File: src/rtl/key_pkg.sv
// Shared definitions for the key path: FSM state encoding, key level constants
// and counter sizing helpers used by the gesture decoder.
package key_pkg;

  typedef enum logic [2:0] {
    IDLE           = 3'd0,
    PRESSED        = 3'd1,
    LONG_HELD      = 3'd2,
    WAIT_SECOND    = 3'd3,
    SECOND_PRESSED = 3'd4
  } key_fsm_e;

  // Debounced key levels as reported by the key filter alongside key_flag.
  localparam logic KEY_PRESSED  = 1'b0;
  localparam logic KEY_RELEASED = 1'b1;

  function automatic int unsigned max3(input int unsigned a, input int unsigned b,
                                       input int unsigned c);
    int unsigned m;
    m = (a > b) ? a : b;
    return (m > c) ? m : c;
  endfunction

  // Width able to hold max_cnt-1; never below one bit.
  function automatic int unsigned cnt_width(input int unsigned max_cnt);
    return (max_cnt < 2) ? 1 : $clog2(max_cnt);
  endfunction

endpackage

File: src/rtl/key_press_decoder.sv
// Classifies debounced key events into short, double, long and auto-repeat
// gestures, each reported as a registered one-cycle pulse.
module key_press_decoder
  import key_pkg::*;
#(
  parameter int unsigned LONG_CNT   = 50_000_000,
  parameter int unsigned REPEAT_CNT = 10_000_000,
  parameter int unsigned DCLICK_CNT = 15_000_000,
  parameter bit          DCLICK_EN  = 1'b1
) (
  input  logic Clk,
  input  logic Reset_n,
  input  logic key_flag,
  input  logic key_state,
  output logic short_press,
  output logic double_press,
  output logic long_press,
  output logic repeat_pulse,
  output logic pressed
);

  localparam int unsigned CNT_MAX = max3(LONG_CNT, REPEAT_CNT, DCLICK_CNT);
  localparam int unsigned CNT_W   = cnt_width(CNT_MAX);

  localparam logic [CNT_W-1:0] LONG_TC   = CNT_W'(LONG_CNT - 1);
  localparam logic [CNT_W-1:0] REPEAT_TC = CNT_W'(REPEAT_CNT - 1);
  localparam logic [CNT_W-1:0] DCLICK_TC = CNT_W'(DCLICK_CNT - 1);

  key_fsm_e         state;
  key_fsm_e         state_next;
  logic [CNT_W-1:0] cnt;
  logic [CNT_W-1:0] cnt_next;

  logic evt_press;
  logic evt_release;
  logic short_next;
  logic double_next;
  logic long_next;
  logic repeat_next;
  logic pressed_next;

  assign evt_press   = key_flag && (key_state == KEY_PRESSED);
  assign evt_release = key_flag && (key_state == KEY_RELEASED);

  // A release always wins over a coincident terminal count; a press in the
  // double-click window wins over the window timeout.
  always_comb begin
    state_next  = state;
    cnt_next    = cnt;
    short_next  = 1'b0;
    double_next = 1'b0;
    long_next   = 1'b0;
    repeat_next = 1'b0;

    case (state)
      IDLE: begin
        if (evt_press) begin
          state_next = PRESSED;
        end
      end

      PRESSED: begin
        cnt_next = cnt + CNT_W'(1);
        if (evt_release) begin
          if (DCLICK_EN) begin
            state_next = WAIT_SECOND;
          end else begin
            state_next = IDLE;
            short_next = 1'b1;
          end
        end else if (cnt == LONG_TC) begin
          state_next = LONG_HELD;
          long_next  = 1'b1;
        end
      end

      LONG_HELD: begin
        cnt_next = cnt + CNT_W'(1);
        if (evt_release) begin
          state_next = IDLE;
        end else if (cnt == REPEAT_TC) begin
          repeat_next = 1'b1;
          cnt_next    = '0;
        end
      end

      WAIT_SECOND: begin
        cnt_next = cnt + CNT_W'(1);
        if (evt_press) begin
          state_next = SECOND_PRESSED;
        end else if (cnt == DCLICK_TC) begin
          state_next = IDLE;
          short_next = 1'b1;
        end
      end

      SECOND_PRESSED: begin
        if (evt_release) begin
          state_next  = IDLE;
          double_next = 1'b1;
        end
      end

      default: begin
        state_next = IDLE;
      end
    endcase

    if (state_next != state) begin
      cnt_next = '0;
    end

    pressed_next = (state_next == PRESSED) || (state_next == LONG_HELD) ||
                   (state_next == SECOND_PRESSED);
  end

  always_ff @(posedge Clk or negedge Reset_n) begin
    if (!Reset_n) begin
      state        <= IDLE;
      cnt          <= '0;
      short_press  <= 1'b0;
      double_press <= 1'b0;
      long_press   <= 1'b0;
      repeat_pulse <= 1'b0;
      pressed      <= 1'b0;
    end else begin
      state        <= state_next;
      cnt          <= cnt_next;
      short_press  <= short_next;
      double_press <= double_next;
      long_press   <= long_next;
      repeat_pulse <= repeat_next;
      pressed      <= pressed_next;
    end
  end

endmodule

File: config.mk
export PLATFORM = sky130hd
export DESIGN_NAME = key_press_decoder
export DESIGN_NICKNAME = d
export VERILOG_FILES = /design/src/rtl/key_pkg.sv /design/src/rtl/key_press_decoder.sv
export SDC_FILE = /design/constraint.sdc
export NUM_CORES = 1
export LEC_CHECK = 0
export ABC_AREA = 0
export CAP_MARGIN = 20
export CORE_MARGIN = 2
export CORE_UTILIZATION = 54
export DETAILED_ROUTE_END_ITERATION = 16
export PLACE_DENSITY = 0.75
export SYNTH_ARGS = -nofsm -noshare
export SYNTH_HDL_FRONTEND = slang
export SYNTH_SLANG_ARGS = --single-unit
File: constraint.sdc
create_clock -name Clk -period 2.69 [get_ports Clk]
set_input_delay 0.538 -clock Clk [delete_from_list [all_inputs] [get_ports Clk]]
set_output_delay 0.538 -clock Clk [all_outputs]
set_load 0.05 [all_outputs]
# After elaboration in Yosys (flattened, before gate mapping)
# Cells that the tools add are included.
# word_totals
ff_bits	34
inputBits	4
out_inout_bits	5
word_cells	50
# classes
n_addsub	1
n_eq_ne	11
mux	22
n_bitwise	1
n_reduce_logical	8
# ops
operator	n
$mux W26	3
$eq A26 B24 Y1 const B	2
$pmux W26 S2	1
$add A26 B1 Y26 const B	1
$eq A26 B26 Y1 const B	1
$mux W3	6
$pmux W3 S4	1
$mux W1	11
$eq A3 B2 Y1 const B	3
$eq A3 B1 Y1 const B	2
$eq A3 B3 Y1 const B	2
$reduce_or A2 Y1	2
$logic_not A3 Y1	1
$ne A3 B3 Y1	1
$reduce_bool A3 Y1	1
$logic_and A1 B1 Y1	2
$logic_or A1 B1 Y1	2
$not A1 Y1	1

# Longest topological paths before layout
# logic_depth
depth_word	7
mapped_depth	9

# Least setup slack after synthesis
# No wires, ideal clock.
# synth_timing
kind	register to register
startpoint	register cnt[7]
endpoint	register cnt[20]
arrival_ps	2435
path_slack_ps	129
path_stages_with_launch	9
synth_period_minus_slack_ps	2561
path_cell_list	dfrtp_1 > buf_6 > or4_1 > or4_4 > o31a_1 > a211o_1 > o211ai_2 > buf_8 > a211oi_2
# synth_via
elab_chain_len	6
elab_cells_between_ends	15
# synth_rtl
element	line_no	text
from (decl)	key_press_decoder.sv:31	logic [CNT_W-1:0] cnt;
from (signal assigned)	key_press_decoder.sv:128	cnt <= cnt_next;
branches (longest 6 deep; another with $add A26 B1 Y26)	-	
# Parallel ways; which one is timed is not known.
# A chain may end at the register's enable or synchronous reset.

# Worst setup path in the final report
# layout_timing
startpoint	register cnt[11]
endpoint	register cnt[19]
# Same word-level chain as after synthesis.

==> results.sh <==
export IMPL_dpl_cell_count=283
export IMPL_die_h_um=67.26
export IMPL_dp_slack_ps=121.1
export IMPL_dieArea_um2=4523
export IMPL_drive_gt1_share_pct=21.63
export IMPL_finalHoldViolCount=0
export IMPL_sw_frac_of_total_pct=40.71
export IMPL_required_ps=2870
export IMPL_path_max_fanout=9
export IMPL_wire_per_inst_um=16.53
export IMPL_status="complete, no violations"
export IMPL_place_hpwl_um=3361
export IMPL_h_tree_depth=2
export IMPL_rows=22
export IMPL_crit_type="register to register"
export IMPL_hp_class="register to register"
export IMPL_wirelength_um=4842
export IMPL_postLayoutCellArea_um2=2440
export IMPL_grt_ovfl_total=0
export IMPL_irDropWorstVdd_uv=473.1
export IMPL_worstMarginPinSlew_ps=563.9
export IMPL_cts_sinks=34
export IMPL_start_util_pct=57.72
export IMPL_vias=1822
export IMPL_cts_root_buf="clkbuf_8"
export IMPL_internal_power_mw=1.079
export IMPL_worst_clock_skew_ps=6.727
export IMPL_grt_max_degree=35
export IMPL_synthArstFlopShare_pct=100.0
export IMPL_powerDensity_nw_per_um2=746.1
export IMPL_clkSlewWorstSetupHoldPaths_ps=70
export IMPL_yosys_warnings=0
export IMPL_post_cts_resize_count=0
export IMPL_io_pins=9
export IMPL_antenna_left=0
export IMPL_maxSlewViolCount=0
export IMPL_mostFrequentLayoutCell="dfrtp_1"
export IMPL_p_clk_share_pct=25.9
export IMPL_sequentialPowerShare_pct=32.6
export IMPL_synth_seq_cells=34
export IMPL_coreArea_um2=3744
export IMPL_avgSynthCellArea_um2=9.395
export IMPL_placed_area_um2=2316
export IMPL_slew_headroom_pct=62.06
export IMPL_postCtsSetupRepairBufs=0
export IMPL_p_sw_mw=0.7411
export IMPL_area_growth_pct=12.91
export IMPL_tritoncts="built"
export IMPL_grt_use_total_pct=24.35
export IMPL_ys_flop_type="dfrtp_1"
export IMPL_syn_area_um2=2161
export IMPL_grt_pass1_wl_um=8238
export IMPL_worst_ep_arrival_time_ps=2750
export IMPL_cts_hold_buf=0
export IMPL_synth_nets=235
export IMPL_yosysUniqueCellTypes=46
export IMPL_cp_end_kind="register"
export IMPL_yosysSeqAreaShare_pct=39.37
export IMPL_port_buffers=8
export IMPL_post_drt_via_cell_ratio=6.218
export IMPL_fin_crit_sh_pct=95.68
export IMPL_cts_buffers=5
export IMPL_setup_viol=0
export IMPL_worst_slack_ps=116.1
export IMPL_final_cells=293
export IMPL_drt_pass1_iter_count=4
export IMPL_route_detailed_drc=0
export IMPL_grt_pass1_vias=1758
export IMPL_clk_path_buf_depth=2
export IMPL_synth_edff_count=0
export IMPL_synthCells=230
export IMPL_dieWidth_um=67.26
export IMPL_insertion_delay_ps=300
export IMPL_max_freq_ghz=0.3885
export IMPL_dr_first_iter_drc_count=170
export IMPL_fin_crit_ps=2574
export IMPL_nNetsFinal=249
export IMPL_num_antenna_cells=0
export IMPL_gp_congestion=0.9186
export IMPL_max_cap_violations=0
export IMPL_layout_common_cells="dfrtp_1, nor3_2, nand2_1, nor2_1, nor4_1"
export IMPL_p_comb_share_pct=41.5
export IMPL_antenna_found_initial=0
export IMPL_crit_path_start_kind="register"
export IMPL_cellLeakagePower_nw=0.9416
[logic make-up (layout without fill, tap and decap cells)]
family	after synthesis	count (layout)	share of synthesized area, %
AO/OA/AOI/OAI	26	26	8.975
buffers and inverters	21	36	5.443
flip-flops	34	34	39.37
adder cells (fa/ha/maj)	1	1	0.5789
AND/OR/NAND/NOR	128	128	37.52
XOR/XNOR	20	20	8.107
[per-layer routing]
metal	vias to the layer above	GRT usage (%)	part of all wire, %
met1	869	33.30	46
met2	65	37.62	45
li1	879	-	-
met4	0	8.673	1.2
met5	-	0	0
met3	9	5.833	7.1
[flip-flops by register name, summed over array words and instances, names as in the netlist]
name and flops:
double_press 1, long_press 1, pressed 1, repeat_pulse 1, short_press 1, state 3, cnt 26
[synth_stat cells (3+ instances only)]
master	n	area, um2
or3_1	3	18.77
nor2_1	17	63.81
xnor2_1	12	105.1
and3b_1	3	26.28
a21oi_1	9	45.04
xor2_1	8	70.07
nand3_1	12	60.06
clkbuf_1	11	41.29
a211oi_1	3	22.52
o31a_1	4	35.03
inv_1	4	15.01
nor4_1	16	100.1
nand2_1	18	67.56
nor3_2	19	190.2
nand4b_1	3	26.28
nor3_1	8	40.04
nand4_1	11	68.82
dfrtp_1	34	850.8
[worst max-delay path, stage by stage (launching register included)]
cell and delay, ps:
dfrtp_1 460, or4_1 500, or4_4 450, o31a_1 360
a211o_1 290, o211ai_2 90, buf_4 230, nor3_2 70
[final timing paths]
path	from	end	slack, ps	cells past startpoint
min in group asynchronous	Reset_n	cnt[20]	650	2
hold / removal	cnt[1]	cnt[1]	600	2
setup / recovery	cnt[11]	cnt[19]	120	7
max in group asynchronous	Reset_n	cnt[17]	1730	2
hold reg to reg	cnt[1]	cnt[1]	600	2
setup reg to reg	cnt[11]	cnt[19]	120	7
[power by group through the flow]
| stage | Sequential (mW) | Clock, mW | Combinational [mW] |
|---|---|---|---|
| final | 0.594 | 0.472 | 0.755 |
| after detailed placement | 0.602 | 0 | 0.759 |
| after CTS | 0.593 | 0.479 | 0.761 |
| after global placement | 0.602 | 0 | 0.748 |
| after floorplan | 0.605 | 0 | 0.586 |
| after global routing | 0.601 | 0.506 | 0.824 |
[cell type report]
class / instances / area, um2
clock buffers: 5 / 68.82
clock inverters: 3 / 40.04
fillers: 318 / 1304
inverters: 4 / 15.01
multi-input cells: 175 / 1192
flip-flops and latches: 34 / 850.8
well taps: 48 / 60.06
repair buffers: 24 / 212.7
[through the flow]
stage / util, % / power [mW] / hold WS [ps] / setup TNS, ps
floorplan: - / 1.190 / 242.4 / 0
global placement: 61.87 / 1.350 / 573.9 / 0
detailed placement: 61.87 / 1.361 / 589.0 / 0
CTS: 64.77 / 1.833 / 606.2 / 0
global route: 65.17 / 1.931 / 650.8 / -17.40
finish: 65.17 / 1.820 / 597.3 / 0
No activity file was read; power rests on OpenSTA's default activity.
